==> config.mk <==
export PLATFORM = sky130hd
export DESIGN_NAME = serial_adder
export DESIGN_NICKNAME = d
export VERILOG_FILES = /design/src/rtl/serial_adder_pkg.sv /design/src/rtl/fa_cell.sv /design/src/rtl/serial_adder.sv
export SDC_FILE = /design/constraint.sdc
export NUM_CORES = 1
export LEC_CHECK = 0
export BUFFER_PORTS_ARGS = -buffer_cell sky130_fd_sc_hd__buf_2
export CORE_UTILIZATION = 58
export CTS_BUF_LIST = sky130_fd_sc_hd__clkbuf_16
export DETAILED_ROUTE_END_ITERATION = 10
export GPL_ROUTABILITY_DRIVEN = 0
export GPL_TIMING_DRIVEN = 0
export PLACE_DENSITY_LB_ADDON = 0.3
export SLEW_MARGIN = 10
export SYNTH_ARGS = -nofsm -noshare
export SYNTH_HDL_FRONTEND = slang
export SYNTH_SLANG_ARGS = --single-unit
export TNS_END_PERCENT = 5
==> constraint.sdc <==
create_clock -name clk -period 3.86 [get_ports clk]
set_input_delay 0 -clock clk [delete_from_list [all_inputs] [get_ports clk]]
set_output_delay 0 -clock clk [all_outputs]
set_load 0.01 [all_outputs]
==> src/rtl/serial_adder_pkg.sv <==
// Shared types for the digit-serial adder: FSM state encoding and counter sizing.
package serial_adder_pkg;

  typedef enum logic [1:0] {
    IDLE = 2'd0,
    RUN  = 2'd1,
    DONE = 2'd2
  } state_e;

  // Ceiling log2; returns 0 for n <= 1.
  function automatic int clog2(input int n);
    int r;
    r = 0;
    for (int i = 0; i < 31; i++) begin
      if ((1 << i) < n) r = i + 1;
    end
    return r;
  endfunction

endpackage

==> src/rtl/fa_cell.sv <==
// One-bit full adder; chained by the parent to form a DIGIT-bit ripple slice.
module fa_cell (
  input  logic a,
  input  logic b,
  input  logic cin,
  output logic sum,
  output logic cout
);

  assign sum  = a ^ b ^ cin;
  assign cout = (a & b) | (cin & (a ^ b));

endmodule

==> src/rtl/serial_adder.sv <==
// Digit-serial add/subtract: WIDTH/DIGIT RUN cycles after accept, result held in DONE
// until out_ready; start is only taken in IDLE and is never queued.
module serial_adder
  import serial_adder_pkg::*;
#(
  parameter int WIDTH = 16,
  parameter int DIGIT = 1
) (
  input  logic             clk,
  input  logic             rst_n,
  input  logic             start,
  output logic             in_ready,
  input  logic [WIDTH-1:0] a,
  input  logic [WIDTH-1:0] b,
  input  logic             cin,
  input  logic             sub,
  output logic             out_valid,
  input  logic             out_ready,
  output logic [WIDTH-1:0] sum,
  output logic             cout,
  output logic             ovf
);

  localparam int NSL = WIDTH / DIGIT;
  localparam int CW  = (clog2(NSL) > 0) ? clog2(NSL) : 1;
  localparam logic [CW-1:0] LAST = CW'(NSL - 1);

  state_e           state_q;
  logic [WIDTH-1:0] a_q, b_q, sum_q, sum_d;
  logic [CW-1:0]    cnt_q;
  logic             carry_q, cout_q, ovf_q, in_ready_q, out_valid_q;
  logic [DIGIT-1:0] slice_sum;
  logic [DIGIT:0]   chain;

  assign chain[0] = carry_q;

  for (genvar i = 0; i < DIGIT; i++) begin : g_slice
    fa_cell u_fa (
      .a    (a_q[i]),
      .b    (b_q[i]),
      .cin  (chain[i]),
      .sum  (slice_sum[i]),
      .cout (chain[i+1])
    );
  end

  // Result bits enter at the top so the LSB slice ends up at bit 0 after NSL shifts.
  always_comb begin
    sum_d = sum_q >> DIGIT;
    sum_d[WIDTH-1 -: DIGIT] = slice_sum;
  end

  always_ff @(posedge clk or negedge rst_n) begin
    if (!rst_n) begin
      state_q     <= IDLE;
      a_q         <= '0;
      b_q         <= '0;
      sum_q       <= '0;
      cnt_q       <= '0;
      carry_q     <= 1'b0;
      cout_q      <= 1'b0;
      ovf_q       <= 1'b0;
      in_ready_q  <= 1'b1;
      out_valid_q <= 1'b0;
    end else begin
      case (state_q)
        IDLE: begin
          if (start) begin
            a_q        <= a;
            b_q        <= sub ? ~b : b;
            carry_q    <= cin ^ sub;
            cnt_q      <= '0;
            in_ready_q <= 1'b0;
            state_q    <= RUN;
          end
        end
        RUN: begin
          a_q     <= a_q >> DIGIT;
          b_q     <= b_q >> DIGIT;
          carry_q <= chain[DIGIT];
          sum_q   <= sum_d;
          cnt_q   <= cnt_q + CW'(1);
          if (cnt_q == LAST) begin
            cout_q      <= chain[DIGIT];
            ovf_q       <= chain[DIGIT] ^ chain[DIGIT-1];
            out_valid_q <= 1'b1;
            state_q     <= DONE;
          end
        end
        DONE: begin
          if (out_ready) begin
            out_valid_q <= 1'b0;
            in_ready_q  <= 1'b1;
            state_q     <= IDLE;
          end
        end
        default: state_q <= IDLE;
      endcase
    end
  end

  assign in_ready  = in_ready_q;
  assign out_valid = out_valid_q;
  assign sum       = sum_q;
  assign cout      = cout_q;
  assign ovf       = ovf_q;

endmodule

==> impl_results.md, run 1 <==
* # H-tree levels at 3
* Max Clk Rate at approximately 0.67 GHz
* Reg clk slew, reported paths at approximately 50 ps
* Pin count of the biggest net entering global routing at 60
* Worst R2R End: cout$_DFFE_PN0P_
* Critical-path top delay cell: dfrtp_1
* Critical Path, Cell by Cell: nand2b_1 -> buf_2 -> nor2_1 -> mux2_2
* Status: finished, violations left
* Avg Cell Area, Syn at between 10 and 15 sq um
* # port buffers at 56
* Fin. max-slew vios at 0
* Crit path DAT at 1680 ps
* Post-Route Utilization at 0.776
* Antenna violations before repair at 0
* Sequential area share after synthesis at 0.538
* Fin crit share at 0.384
* Share of post-route cells with drive strength above 1 at 0.262
* Ant. Diodes at 0
* CP max stage delay at 390 ps
* Synthesized Nets at approximately 290
* Hpwl dp at around 3.7 mm
* Layout Cells excl Fill at between 300 and 400
* Io pins at just under 60
* Final worst slack at between 2000 and 2500 ps
* Critical path class: flip-flop to flip-flop
* Placed Cells at approximately 360
* Vias at about 2.2k
* Remaining DRCs at 0
* Worst skew pair latency at 320 ps
* Core Region at between 4000 and 5000 sq um
* PD cells at approximately 720 nW/um^2
* Worst Hold Class: input port to flip-flop
* Clock sink count at 59
* Number of global-route vias before repair at roughly 2.1k
* Gr usage total at 0.259
* Critical path depth in cells at 4
* Cell taking the most area after synthesis: dfrtp_1
* Die area at roughly 5000 sq um
* Worst r2r src: state_q[1]$_DFFE_PN0P_
* Die height at 70.8 microns
* Unique masters post-synth at 32
* Crit Path Max Fanout at 10
* Setup TNS at 0 ps
* CTS tree: built
* Endpoints failing setup at 0
* Critical Path End Type: flip-flop
* Drt first pass iters at 6
* CTS max path bufs at 2
* Chip Width at just over 70 microns
* CTS Buf Count at 9
* RSZ-0062 raised after global routing: false
* Root Buffer: clkbuf_16
* Failing checks: negative hold slack
* Crit-path leading delay family: simple AND/OR/NAND/NOR gates
* Reg2Reg Depth at 4
* Share of the synthesized area in the top cell type at 0.528
* Worst reg2reg setup slack at 2380 ps
* Post-layout min period at approximately 1500 ps
* Final net count at 371
* Setup crit start kind: flip-flop
* Total buffers and inverters traversed by the critical path at 1
* Post-CTS Setup Repair Bufs at 0
* Vias per std cell at approximately 5.6
* Initial Util at 0.618
* Gate Count Post-Synth at ~250
* Final hold slack at -5.81 ps
* Row count at 24
* Worst vdd rail ir drop at between 0.3 and 0.4 mV
* Final hold vios at 1
* DR iter-0 viols at 158
* Synth Register Bits at 59
* Ys Warns at 0
* Worst slew pin tran at roughly 710 ps
* Clock Skew at roughly 5 ps
* Wire length per cell at between 10 and 15 microns
* Pre-CTS setup slack at ~2400 ps
* Destination of the critical timing path: cout$_DFFE_PN0P_
* WL final at around 5.7 mm
* CP Launch Point: state_q[1]$_DFFE_PN0P_
* Final global-route overflow total at 0
* Post-DRT Antenna Nets at 0
* Syn-to-layout area delta at 25.5%
* Top post-synthesis cells by area: dfrtp_1 (53%), nand2_1 (8.7%), xor2_1 (5.7%)
* P_leak at between 1.5 and 2 nW
* Post-Syn Area at roughly 2700 sq um
* Max_slew headroom at 0.524
* First-pass GRT wire length at around 10 mm
* CP required at approximately 4100 ps
* Max cap viols at 0
-- cells by family after synthesis --
| logic type | share of synthesized area |
|---|---|
| muxes | 0.0159 |
| xor gates and xnor gates | 0.0574 |
| adders and majority gates | 0.0118 |
| and+or+nand+nor | 0.164 |
| buffers and inverters | 0.0533 |
| DFF | 0.538 |
| AOI/OAI and AO/OA | 0.159 |
-- per-layer routing --
layer | track usage | routed length (microns) | vias to the layer above
met5 | 0 | 0 | -
met4 | 0.107 | 123 | 0
met3 | 0.0513 | 242 | 14
met2 | 0.416 | 2830 | 67
met1 | 0.349 | 2530 | 1061
li1 | - | - | 1047
-- repair_timing --
action                     4_1_cts  5_1_grt
setup endpoints to repair        0        0
resized for setup                0        0
hold buffers                    10        0
hold endpoints to repair        67        0
-- report_power, final --
group / leakage (nW) / switching [W] / internal (W)
combinational: 0.903 / 0.000418 / 0.000387
clock: 0.132 / 0.000248 / 0.000417
sequential: 0.757 / 0.000154 / 0.000867
total: 1.79 / 0.000820 / 0.00167
-- through the flow --
stage | hold slack (ps) | power [W] | instance area [sq um]
after floorplan | -296 | 0.00156 | 2750
after global placement | 218 | 0.00178 | 3090
final | -5.81 | 0.00249 | 3450
after global routing | 14.0 | 0.00266 | 3450
after CTS | 0.570 | 0.00251 | 3450
after detailed placement | 107 | 0.00182 | 3090
-- registers in the layout, summed over array words and instances, names as in the netlist --
name / cells
cout: 1
sum: 16
in_ready: 1
carry_q: 1
b_q: 16
state_q: 2
ovf: 1
a_q: 16
out_valid: 1
cnt_q: 4
-- final cells by class --
class / count / area (sq um)
multi-input cells: 172 / 1120
flip-flops and latches: 59 / 1480
inverters: 2 / 7.51
clock buffers: 9 / 225
clock inverters: 7 / 27.5
plain buffers: 21 / 139
well taps: 52 / 65.1
fillers: 314 / 997
repair buffers: 66 / 383
-- synthesized netlist by cell type (all sizes together) --
cell	instances
a21o	2
a221o	15
a222oi	1
a22o	4
a22oi	15
and3b	15
buf	15
clkbuf	6
dfrtp	58
dfstp	1
fa	1
ha	1
inv	2
mux2	3
mux2i	1
nand2	64
nand2b	3
nand3	1
nand3b	1
nand4	1
nor2	2
nor2b	3
nor3b	1
o21ai	18
o21bai	1
o22ai	1
xor2	18
-- tightest hold or removal path: stages --
cell	delay, ps
buf_2	70
a22oi_1	50
o21ai_0	140
-- worst min-delay path by stage --
| stage | startpoint | endpoint | slack (ps) | depth (start not counted) |
|---|---|---|---|---|
| after floorplan | rst_n | a_q[0]$_DFFE_PN0P_ | -300 | 0 |
| after global placement | out_ready | state_q[1]$_DFFE_PN0P_ | 220 | 2 |
| after detailed placement | rst_n | sum[14]$_DFFE_PN0P_ | 110 | 1 |
| after CTS | a[1] | a_q[1]$_DFFE_PN0P_ | 0.6 | 3 |
| after global routing | a[3] | a_q[3]$_DFFE_PN0P_ | 10 | 3 |
| final | a[3] | a_q[3]$_DFFE_PN0P_ | -6 | 3 |
-- placed cells by master, fill, tap and decap left out, types with 2 or more instances in the layout --
cell            n
mux2_2          3
and3b_1        15
inv_1           4
a221o_1        15
xor2_1         18
dlygate4sd3_1  10
nor2_1          2
o21ai_0        17
a21o_1          2
buf_4           2
buf_2          63
a22oi_1        15
a22o_1          4
clkbuf_16       9
buf_6           6
dfrtp_1        58
clkbuf_1        5
nor2b_1         2
clkinv_1        4
nand2_1        64
nand2b_1        3
Power figures use the tool's default switching activity.
==> run 2, diff against run 1 <==
--- a/config.mk
+++ b/config.mk
@@ -6,7 +6,7 @@
 export NUM_CORES = 1
 export LEC_CHECK = 0
 export BUFFER_PORTS_ARGS = -buffer_cell sky130_fd_sc_hd__buf_2
-export CORE_UTILIZATION = 58
+export CORE_UTILIZATION = 54
 export CTS_BUF_LIST = sky130_fd_sc_hd__clkbuf_16
 export DETAILED_ROUTE_END_ITERATION = 10
 export GPL_ROUTABILITY_DRIVEN = 0
==> constraint.sdc (replaced) <==
create_clock -name clk -period 1.5 [get_ports clk]
set_input_delay 0 -clock clk [delete_from_list [all_inputs] [get_ports clk]]
set_output_delay 0 -clock clk [all_outputs]
set_load 0.01 [all_outputs]
==> impl_results.md, run 2 (synthesis results as in run 1) <==
* Vias per std cell at roughly 5.4
* Initial Util at 0.570
* Row count at 25
* # H-tree levels at 3
* Critical path class: flip-flop to flip-flop
* DR iter-0 viols at 94
* Worst vdd rail ir drop at 1.08 mV
* Root Buffer: clkbuf_16
* CP Launch Point: state_q[0]$_DFFE_PN0P_
* Placed inst area at 3110 sq um
* PD cells at ~1900 nW/um^2
* Post-CTS Setup Repair Bufs at 0
* CTS tree: built
* RSZ-0062 raised after global routing: false
* CTS max path bufs at 2
* Post-Route Utilization at 0.736
* Critical Path End Type: flip-flop
* Die height at roughly 73 microns
* Core Region at about 4800 sq um
* Metal1 wirelength at about 2.7 mm
* Post-DRT Antenna Nets at 0
* Hold Startpoint: a[3]
* Io pins at 58
* # port buffers at 56
* Footprint of the multi-input gates at roughly 1100 sq um
* CP required at 1700 ps
* Worst r2r src: state_q[0]$_DFFE_PN0P_
* Most frequent cells in the layout: nand2_1 (64), buf_2 (62), dfrtp_1 (58)
* Hpwl dp at around 3.7 mm
* WL final at about 5.8 mm
* Commonest non-fill, non-tap cell in the layout: nand2_1
* CTS Buf Count at 9
* Met2 WL at between 2 and 3 mm
* Syn-to-layout area delta at 29.1%
* Pin count of the biggest net entering global routing at 60
* Number of global-route vias before repair at a little over 2k
* Drt first pass iters at 5
* Ant. Diodes at 0
* Clock Skew at between 4 and 5 ps
* Final worst slack at about 96 ps
* Wire length per cell at around 14 microns
* Crit Path Max Fanout at 10
* Fin crit share at 0.936
* Max cap viols at 0
* Antenna violations before repair at 0
* Crit path DAT at approximately 1600 ps
* Final net count at 376
* Chip Width at between 70 and 80 microns
* Final global-route overflow total at 0
* Fillcell total at between 300 and 400
* Share of post-route cells with drive strength above 1 at 0.268
* Setup TNS at 0 ps
* Endpoints failing setup at 0
* Max Clk Rate at just over 0.7 GHz
* P_leak at ~1.8 nW
* Uppermost routed layer: met4
* Met3 WL post-DR at between 200 and 250 microns
* Fin. max-slew vios at 0
* Max_slew headroom at 0.507
* Setup crit start kind: flip-flop
* Remaining DRCs at 0
* Post-layout min period at between 1000 and 1500 ps
* Worst slew pin tran at 740 ps
* Final hold slack at approximately 6.6 ps
* Status: finished clean
* Worst Hold Class: input port to flip-flop
* Design area at ~3500 sq um
* Final hold vios at 0
* Gr usage total at 0.245
* Reg clk slew, reported paths at 50 ps
* Worst skew pair latency at 320 ps
* Die area at 5380 sq um
* Register area at about 1500 sq um
* Clock sink count at just under 60
* Vias at about 2.2k
* First-pass GRT wire length at 9.65 mm
* Pre-CTS setup slack at about 38 ps
-- run 2: changes by cell type in the layout (fill, tap and decap cells not counted), sizes merged --
cell	before	now
bufinv	0	1
dlygate4sd3	10	15
clkinv	5	3
-- run 2: cell type report --
type                    instances  share of cell area
flip-flops and latches         59               0.417
multi-input cells             172               0.318
repair buffers                 71               0.122
clock buffers                   9              0.0635
plain buffers                  21              0.0399
well taps                      67              0.0236
clock inverters                 6              0.0141
inverters                       2             0.00212
-- run 2: report_power, final --
| part | total, W | switching, W | leakage [nW] | internal (W) |
|---|---|---|---|---|
| clock network | 0.00190 | 0.000656 | 0.143 | 0.00124 |
| registers | 0.00264 | 0.000414 | 0.757 | 0.00223 |
| logic | 0.00207 | 0.00106 | 0.922 | 0.00101 |
| total | 0.00662 | 0.00213 | 1.82 | 0.00448 |
-- run 2: metrics by stage --
stage	total power [W]	instances
5_1_grt	0.00706	407
3_5_place_dp	0.00469	377
3_3_place_gp	0.00458	377
2_1_floorplan	0.00402	254
6_report	0.00662	407
4_1_cts	0.00666	407
-- run 2: repair_timing --
| action | 4_1_cts | 5_1_grt |
|---|---|---|
| setup endpoints to repair | 0 | 3 |
| gates resized for setup | 0 | 4 |
| hold buffers | 15 | 0 |
| hold endpoints to repair | 72 | 0 |
-- run 2: final timing paths --
check                           depth (start not counted)                   end  slack, ps
worst max-delay path                                    5  cnt_q[3]$_DFFE_PN0P_        100
worst min-delay path                                    3    a_q[3]$_DFFE_PN0P_          7
worst max register to register                          5  cnt_q[3]$_DFFE_PN0P_        100
worst min register to register                          2    sum[0]$_DFFE_PN0P_        480
max in group asynchronous                               2    a_q[4]$_DFFE_PN0P_        720
min in group asynchronous                               2   sum[14]$_DFFE_PN0P_        290
-- run 2: critical path, cell delays in order, from the launching register on --
cell	delay, ps
dfrtp_1	410
buf_6	160
nor3b_1	270
buf_4	240
nand2b_1	120
mux2i_1	80
-- run 2: layer usage --
layer | global-route usage | vias up
met5 | 0 | -
met4 | 0.135 | 0
met3 | 0.0480 | 14
met2 | 0.381 | 67
met1 | 0.325 | 1063
li1 | - | 1062
